===== src/rtl/vm_pkg.sv =====
// Shared types and constants for the vending-machine controller.
// Coin values are in 5-cent units.
package vm_pkg;

    typedef enum logic [2:0] {
        ST_IDLE     = 3'd0,
        ST_COLLECT  = 3'd1,
        ST_EVAL     = 3'd2,
        ST_DISPENSE = 3'd3,
        ST_REFUND   = 3'd4
    } vm_state_e;

    localparam int NICKEL_U  = 1;
    localparam int DIME_U    = 2;
    localparam int QUARTER_U = 5;
    localparam int PRICE_DEF = 4;
    localparam int COIN_W    = 3;

    // Yields zero unless exactly one coin line is high.
    function automatic logic [COIN_W-1:0] coin_units(input logic nickel,
                                                      input logic dime,
                                                      input logic quarter);
        logic [COIN_W-1:0] u;
        u = '0;
        case ({nickel, dime, quarter})
            3'b100:  u = COIN_W'(NICKEL_U);
            3'b010:  u = COIN_W'(DIME_U);
            3'b001:  u = COIN_W'(QUARTER_U);
            default: u = '0;
        endcase
        return u;
    endfunction

endpackage


===== src/rtl/vm_price_cmp.sv =====
// Subtract-based price comparator: one borrow-extended subtraction
// gives less-than, equality and the change value together.
module vm_price_cmp #(
    parameter int W     = 4,
    parameter int PRICE = 4
) (
    input  logic [W-1:0] sum_i,
    output logic         eq_o,
    output logic         lt_o,
    output logic [W-1:0] diff_o
);

    logic [W:0] wide;

    assign wide   = {1'b0, sum_i} - {1'b0, W'(PRICE)};
    assign lt_o   = wide[W];
    assign eq_o   = (wide == '0);
    assign diff_o = wide[W-1:0];

endmodule


===== src/rtl/vm_ctrl.sv =====
// Vending-machine sequencer: collects coins, evaluates credit against the
// price, then dispenses with change or refunds on cancel/timeout.
//
//   state    | meaning
//   ---------+-----------------------------------------------------------
//   IDLE     | no credit, waiting for the first coin
//   COLLECT  | credit below price, timeout counter running
//   EVAL     | one cycle comparing the freshly updated credit to the price
//   DISPENSE | soda (and change if any) presented until ack
//   REFUND   | whole credit presented as change until ack
module vm_ctrl
    import vm_pkg::*;
#(
    parameter int PRICE       = PRICE_DEF,
    parameter int SUM_W       = 4,
    parameter int TIMEOUT_CYC = 1000,
    parameter int TO_W        = $clog2(TIMEOUT_CYC + 1)
) (
    input  logic             i_clk,
    input  logic             i_rst_n,
    input  logic             i_nickel,
    input  logic             i_dime,
    input  logic             i_quarter,
    input  logic             i_cancel,
    input  logic             i_ack,
    output logic             o_soda,
    output logic [SUM_W-1:0] o_change,
    output logic             o_change_vld,
    output logic             o_coin_rej,
    output logic             o_busy,
    output logic [SUM_W-1:0] o_sum
);

    localparam logic [TO_W-1:0] TO_RELOAD = TO_W'(TIMEOUT_CYC);

    vm_state_e        state_q;
    logic [SUM_W-1:0] sum_q;
    logic [TO_W-1:0]  cnt_q;
    logic             soda_q;
    logic [SUM_W-1:0] change_q;
    logic             change_vld_q;
    logic             coin_rej_q;
    logic             busy_q;

    logic [1:0]       coin_cnt;
    logic             coin_any;
    logic             coin_one;
    logic             coin_multi;
    logic [SUM_W-1:0] sum_plus;
    logic             to_last;

    logic             cmp_eq;
    logic             cmp_lt;
    logic [SUM_W-1:0] cmp_diff;

    assign coin_cnt   = {1'b0, i_nickel} + {1'b0, i_dime} + {1'b0, i_quarter};
    assign coin_any   = (coin_cnt != 2'd0);
    assign coin_one   = (coin_cnt == 2'd1);
    assign coin_multi = (coin_cnt >= 2'd2);
    assign sum_plus   = sum_q + SUM_W'(coin_units(i_nickel, i_dime, i_quarter));
    assign to_last    = (cnt_q <= TO_W'(1));

    vm_price_cmp #(
        .W     (SUM_W),
        .PRICE (PRICE)
    ) u_cmp (
        .sum_i  (sum_q),
        .eq_o   (cmp_eq),
        .lt_o   (cmp_lt),
        .diff_o (cmp_diff)
    );

    always_ff @(posedge i_clk or negedge i_rst_n) begin
        if (!i_rst_n) begin
            state_q      <= ST_IDLE;
            sum_q        <= '0;
            cnt_q        <= '0;
            soda_q       <= 1'b0;
            change_q     <= '0;
            change_vld_q <= 1'b0;
            coin_rej_q   <= 1'b0;
            busy_q       <= 1'b0;
        end else begin
            coin_rej_q <= 1'b0;
            case (state_q)
                ST_IDLE: begin
                    if (coin_multi) begin
                        coin_rej_q <= 1'b1;
                    end else if (coin_one) begin
                        sum_q   <= sum_plus;
                        cnt_q   <= TO_RELOAD;
                        busy_q  <= 1'b1;
                        state_q <= ST_EVAL;
                    end
                end

                ST_COLLECT: begin
                    // Cancel takes priority over any coin in the same cycle.
                    if (i_cancel) begin
                        coin_rej_q   <= coin_any;
                        change_q     <= sum_q;
                        change_vld_q <= 1'b1;
                        busy_q       <= 1'b1;
                        state_q      <= ST_REFUND;
                    end else if (coin_one) begin
                        sum_q   <= sum_plus;
                        cnt_q   <= TO_RELOAD;
                        busy_q  <= 1'b1;
                        state_q <= ST_EVAL;
                    end else begin
                        coin_rej_q <= coin_multi;
                        if (to_last) begin
                            cnt_q        <= '0;
                            change_q     <= sum_q;
                            change_vld_q <= 1'b1;
                            busy_q       <= 1'b1;
                            state_q      <= ST_REFUND;
                        end else begin
                            cnt_q <= cnt_q - TO_W'(1);
                        end
                    end
                end

                ST_EVAL: begin
                    coin_rej_q <= coin_any;
                    if (cmp_lt) begin
                        busy_q  <= 1'b0;
                        state_q <= ST_COLLECT;
                    end else begin
                        soda_q       <= 1'b1;
                        change_q     <= cmp_diff;
                        change_vld_q <= !cmp_eq;
                        state_q      <= ST_DISPENSE;
                    end
                end

                ST_DISPENSE, ST_REFUND: begin
                    coin_rej_q <= coin_any;
                    if (i_ack) begin
                        sum_q        <= '0;
                        soda_q       <= 1'b0;
                        change_q     <= '0;
                        change_vld_q <= 1'b0;
                        busy_q       <= 1'b0;
                        state_q      <= ST_IDLE;
                    end
                end

                default: begin
                    state_q <= ST_IDLE;
                end
            endcase
        end
    end

    assign o_soda       = soda_q;
    assign o_change     = change_q;
    assign o_change_vld = change_vld_q;
    assign o_coin_rej   = coin_rej_q;
    assign o_busy       = busy_q;
    assign o_sum        = sum_q;

endmodule


===== config.mk =====
export PLATFORM = sky130hd
export DESIGN_NAME = vm_ctrl
export DESIGN_NICKNAME = d
export VERILOG_FILES = /design/src/rtl/vm_pkg.sv /design/src/rtl/vm_price_cmp.sv /design/src/rtl/vm_ctrl.sv
export SDC_FILE = /design/constraint.sdc
export NUM_CORES = 1
export LEC_CHECK = 0
export ABC_AREA = 1
export CORE_UTILIZATION = 55
export DETAILED_ROUTE_END_ITERATION = 10
export GPL_TIMING_DRIVEN = 0
export HOLD_SLACK_MARGIN = 0.12
export PLACE_DENSITY = 0.79
export SETUP_SLACK_MARGIN = 0.1
export SLEW_MARGIN = 0
export SYNTH_ARGS = -nofsm -noshare
export SYNTH_HDL_FRONTEND = slang
export SYNTH_SLANG_ARGS = --single-unit

===== constraint.sdc =====
create_clock -name i_clk -period 1.7 [get_ports i_clk]
set_input_delay 0.255 -clock i_clk [delete_from_list [all_inputs] [get_ports i_clk]]
set_output_delay 0.255 -clock i_clk [all_outputs]
set_load 0.05 [all_outputs]

==> reports/metrics.csv, run 1 <==
stage;metric;value;unit
route;DR vias/cell;5.372;
synth;area leader, netlist;dfrtp_1;
sta;final hold vios;0;
route;routed wl met3;101;um
flow_run;MaxCap Viol Count;0;
synth;Synth Warn #;0;
setup_path;CP cell instances;dlygate4sd2_1;
route;met2 WL;1792;um
pwr;static leakage;1.051;nW
route;drt pass-1 iters;7;
pwr;Power per Cell Area;1835;mW/mm^2
synth;post-synthesis cell type count;24;
place;# port buffers;18;
place;dpl cells;279;
route;DR WL/cell;11.92;um
die;core area;0.002805;mm^2
synth;syn nets;246;
global_routing;gr usage total;25.17;%
clocking;H-tree depth;1;
synth;Area contributors post-synth;dfrtp_1 (38%), nand2_1 (15%), nor2_1 (6.8%);
die;die area;0.003219;mm^2
synth;Mapped Avg Cell Area;7.164;um^2
die;die width;56.74;um
setup_path;crit-path max FO;4;
layout;ant diodes;0;
global_routing;largest net degree at the start of global routing;26;
global_routing;vias in the first global route;1528;
global_routing;initial antenna violation count;0;
setup_path;family with the most delay on the worst path;buffers and inverters;
sta;clock skew;0.004838;ns
setup_path;CP startpoint kind;flip-flop;
route;Via Count;1574;
synth;sequential share of the synthesized area;37.97;%
synth;Synth Instances;230;
die;Ports;19;
synth;Yosys reg bits;25;
synth;async set-reset flop share out of synthesis;100.0;%
setup_path;Crit path largest cell delay;0.54;ns
clocking;CTS Buffer Depth;2;
sta;Final Critical Period;1.548;ns
layout;fin util;72.52;%
clocking;clock sinks;25;
setup_path;nature of the critical path endpoint;output port;
clocking;Num CTS Buffers;3;
pwr;Max VDD drop;1179;uV
global_routing;grt total ovfl;0;
clocking;clock latency on the worst-skew pair;0.32;ns
sta;fin crit share;91.05;%
sta;Slew HR;25.05;%
synth;synth cell count leaders;nand2_1 (65), nor2_1 (30), inv_1 (28);
die;Starting Density;58.74;%
synth;area of the mapped netlist;0.001648;mm^2
status;failing checks;design-rule violations;
setup_path;critical path buffer and inverter count;1;
place;HPWL after detailed placement;2525;um
worst_hold_path;hold crit path type;flip-flop to flip-flop;
layout;layout cells sized above 1;18.70;%
clocking;Reg clk slew, reported paths;0.13;ns
sta;Final setup viols;0;
synth;Post-synth EDFFs;0;
layout;post-route insts no fill;293;
route;final WL;3494;um
clocking;CTS root buf;clkbuf_4;
status;status;finished, violations left;
place;dpl cell area;0.001884;mm^2
route;DRC violations left;2;
setup_path;critical path's slowest cell;dlygate4sd2_1;
die;die height;56.74;um
sta;RSZ-0062 raised after global routing;yes;
global_routing;first-pass GRT wire length;6348;um
layout;Syn-to-layout area delta;23.46;%
layout;final non-filler cell area;0.002034;mm^2
synth;post-synth top area share;37.97;%
layout;nets;279;
route;DR top layer;met4;
sta;worst slew pin tran;1.121;ns
die;Rows;19;
clocking;CTS tree;done;
place;Final Wtd Congestion;0.8732;
setup_path;crit path DAT;1.29;ns
sta;Max Freq;646.0;MHz
synth;top_reg_cell synth;dfrtp_1;
sta;Hold WS;0.4871;ns
setup_path;required time of the critical path;1.44;ns
setup_path;kind of critical path;flip-flop to output port;
synth;most numerous cell in the Yosys netlist;nand2_1;
sta;Slew Viols, Final;0;
route;DRT iter0 DRCs;97;
route;Routed Antenna Nets;0;
route;met1 wire length;1520;um
[state kept, by name (all words and copies together) (netlist names)]
name	cells
cnt_q	10
o_change	4
state_q	3
o_change_vld	1
o_coin_rej	1
o_sum	4
o_busy	1
o_soda	1
[per-layer routing]
layer / track usage, % / vias up
met3: 2.765 / 9
met2: 45.58 / 33
met5: 0 / -
li1: - / 807
met1: 30.01 / 725
met4: 10.80 / 0
[cell usage in the layout, fill, tap and decap left out, drive strengths merged]
cell type and count:
dfrtp 25, o21ai 12, fa 2, xor2 2, clkdlybuf4s15 1, ha 7, nand4 3, nor2 33
nand2 71, a21oi 11, o22ai 2, inv 30, nand3 23, a31oi 1, clkbuf 7, buf 10
or2 1, clkdlybuf4s50 3, a22oi 1, dlygate4sd2 11, nor3 1, o21bai 5
[through the flow]
step	power, W	TNS [ns]	worst slack, ns
final	0.003732	0	0.1521
after global placement	0.003252	-10.94	-0.5696
after CTS	0.003571	0	0.1061
after detailed placement	0.003295	-11.88	-0.6239
after global routing	0.004099	0	0.06416
after floorplan	0.002702	0	0.1025
[where the power goes]
group / internal (W) / switching, W
combinational: 0.000798 / 0.00167
clock: 0.0000919 / 0.000174
sequential: 0.000812 / 0.000184
total: 0.00170 / 0.00203
[final timing paths]
path	startpoint	to	slack, ns	cells past startpoint
max in group asynchronous	i_rst_n	state_q[2]	0.44	1
worst min register to register	o_change[3]	o_change[3]	0.49	2
worst min-delay path	o_change[3]	o_change[3]	0.49	2
min in group asynchronous	i_rst_n	o_sum[2]	0.52	1
worst max register to register	state_q[1]	o_change[0]	0.17	10
worst max-delay path	o_sum[0]	o_sum[0]	0.15	1
[cell type report]
| type | count | area [um^2] |
|---|---|---|
| clock buffer | 4 | 26.28 |
| timing repair buffer | 28 | 226.5 |
| inverter | 30 | 117.6 |
| tap | 31 | 38.79 |
| fill | 246 | 770.7 |
| sequential | 25 | 630.6 |
| multi-input combinational | 175 | 994.7 |
[timing repair]
action | CTS | global route
buffers inserted | 4 | 6
resized for setup | 27 | 18
pin swaps | 7 | 6
hold buffers | 0 | 0
endpoints found under the setup margin | 35 | 25
gates cloned | 0 | 0
[cell families (layout without fill, tap and decap cells)]
group                      Yosys count  in the layout  synth area share, %
xor gates and xnor gates             2              2                1.063
AOI/OAI and AO/OA                   32             32                10.86
buffers and inverters               30             62                6.986
and+or+nand+nor                    132            132                35.38
adders and majority gates            9              9                7.745
DFF                                 25             25                37.97
Power figures use the tool's default switching activity.
==> inputs of run 2 (changes only) <==
Settings changed: PLACE_DENSITY 0.79 to 0.89.
==> run 2 against run 1 <==
The run now ends clean; clock-buffer cell count shrank 1; first-iteration DRC count shrank 4.1%; global-route usage grew 0.34 points; critical path depth is the same; register-to-register slack is essentially flat; largest power group unchanged.
==> reports/metrics.csv, run 2 (synthesis gave the netlist of run 1 again) <==
stage;metric;value;unit;change
status;status;completed;;
global_routing;grt total ovfl;0;;unchanged
route;Via Count;1614;;+2.5%
die;core area;0.002805;mm^2;unchanged
die;Rows;19;;unchanged
clocking;clock sinks;25;;unchanged
place;pre-CTS setup slack;-0.6241;ns;-0.0002270 ns
global_routing;first-pass GRT wire length;6430;um;+1.3%
die;die height;56.74;um;unchanged
sta;worst slew pin tran;1.113;ns;-0.007510 ns
setup_path;CP cell instances;clkdlybuf4s15_1;;
setup_path;Crit path largest cell delay;0.51;ns;-0.03 ns
route;DRT iter0 DRCs;93;;-4.1%
place;HPWL after detailed placement;2640;um;+4.6%
setup_path;crit path DAT;1.30;ns;about the same
place;Final Wtd Congestion;0.9134;;+4.6%
layout;ant diodes;0;;unchanged
route;drt pass-1 iters;4;;-3
sta;Final Critical Period;1.557;ns;+0.009297 ns
layout;fillers;235;;-4.5%
clocking;CTS Buffer Depth;2;;unchanged
route;final WL;3761;um;+7.6%
route;DRC violations left;0;;-2
sta;Slew HR;25.56;%;+0.50 points
layout;max reg flops;10;;unchanged
setup_path;critical path's slowest cell;clkdlybuf4s15_1;;
global_routing;largest net degree at the start of global routing;26;;unchanged
setup_path;critical path buffer and inverter count;1;;unchanged
clocking;Num CTS Buffers;3;;unchanged
global_routing;initial antenna violation count;0;;unchanged
sta;clock skew;0.009541;ns;+0.004703 ns
sta;Slew Viols, Final;0;;unchanged
clocking;CTS tree;done;;
layout;nets;280;;+0.36%
global_routing;vias in the first global route;1561;;+2.2%
route;DR vias/cell;5.490;;+2.2%
sta;RSZ-0062 raised after global routing;yes;;
sta;final hold vios;0;;unchanged
die;die area;0.003219;mm^2;unchanged
flow_run;MaxCap Viol Count;0;;unchanged
clocking;clock latency on the worst-skew pair;0.33;ns;about the same
layout;Syn-to-layout area delta;22.93;%;
setup_path;nature of the critical path endpoint;output port;;
die;die width;56.74;um;unchanged
pwr;Max VDD drop;907.9;uV;-23%
pwr;static leakage;1.055;nW;+0.32%
sta;fin crit share;91.60;%;+0.55 points
clocking;Reg clk slew, reported paths;0.14;ns;about the same
setup_path;crit-path max FO;5;;+1
die;Starting Density;58.74;%;unchanged
route;DR WL/cell;12.79;um;+7.3%
setup_path;family with the most delay on the worst path;buffers and inverters;;
clocking;H-tree depth;1;;unchanged
sta;Setup TNS;0;ns;unchanged
layout;most common cell after layout, fill and taps aside;nand2_1;;
sta;Max Freq;642.2;MHz;-0.60%
setup_path;kind of critical path;flip-flop to output port;;
sta;fin worst setup slack;0.1428;ns;-0.009297 ns
layout;most frequent cells in the layout;nand2_1 (58), nor2_1 (29), inv_1 (27);;
setup_path;CP startpoint kind;flip-flop;;
clocking;CTS root buf;clkbuf_4;;
global_routing;gr usage total;25.52;%;+0.34 points
clocking;Hold Buf Count CTS;0;;unchanged
sta;Final setup viols;0;;unchanged
die;Ports;19;;unchanged
setup_path;required time of the critical path;1.44;ns;about the same
layout;Largest Register;cnt_q;;
worst_hold_path;hold crit path type;primary input to flip-flop;;
place;# port buffers;18;;unchanged
route;Routed Antenna Nets;0;;unchanged
layout;layout cells sized above 1;19.39;%;+0.69 points
pwr;Power per Cell Area;1850;mW/mm^2;+0.84%
==> run 2: cell types whose count changed in the layout (fill, tap and decap cells not counted), sizes merged <==
cell / previous run / this run
buf: 10 / 11
clkbuf: 7 / 5
clkdlybuf4s15: 1 / 3
clkinv: 0 / 1
dlygate4sd2: 11 / 10
==> run 2: path summary, 6_finish.rpt <==
kind	start	end	slack (ns)	cells past startpoint
max in group asynchronous	i_rst_n	state_q[0]	0.45	1
min in group asynchronous	i_rst_n	cnt_q[9]	0.51	1
max reg2reg	cnt_q[0]	cnt_q[5]	0.16	8
min reg2reg	o_change[1]	o_change[1]	0.49	2
min	i_nickel	o_coin_rej	0.47	4
max	o_sum[1]	o_sum[1]	0.14	1
==> run 2: metrics by stage <==
stage	total power, W	hold slack, ns	cell area [um^2]	utilization, %	cells
4_1_cts	0.003559	0.4964	1946	69.36	287
3_3_place_gp	0.003223	0.4567	1884	67.17	279
6_report	0.003747	0.4653	2026	72.21	294
3_5_place_dp	0.003291	0.4667	1884	67.17	279
5_1_grt	0.004076	0.5096	2026	72.21	294
2_1_floorplan	0.002702	-0.04059	1665	-	230
==> run 2: timing repair <==
action | in CTS | in global routing
pin swaps | 7 | 9
hold endpoints to repair | 0 | 0
endpoints found under the setup margin | 35 | 22
buffers inserted | 4 | 7
gates resized for setup | 24 | 20
==> run 2: power breakdown <==
| group | total [W] | internal [W] | switching (W) |
|---|---|---|---|
| registers | 0.00100 | 0.000814 | 0.000188 |
| clock network | 0.000271 | 0.0000885 | 0.000183 |
| logic | 0.00247 | 0.000788 | 0.00169 |
| total | 0.00375 | 0.00169 | 0.00206 |
==> run 2: layout make-up <==
type | count | area [um^2] | share of cell area [%]
multi-input combinational | 175 | 970.9 | 47.93
sequential | 25 | 631.9 | 31.19
timing repair buffer | 29 | 241.5 | 11.92
tap | 31 | 38.79 | 1.915
inverter | 30 | 115.1 | 5.683
clock inverter | 1 | 5.005 | 0.2471
clock buffer | 3 | 22.52 | 1.112
==> run 2: routing by layer <==
| metal | vias up | track usage (%) | share of wire, % |
|---|---|---|---|
| met4 | 0 | 11.15 | 2.7 |
| met5 | - | 0 | 0 |
| met2 | 41 | 48.98 | 53 |
| met3 | 11 | 2.074 | 3.2 |
| li1 | 811 | - | - |
| met1 | 751 | 28.38 | 41 |
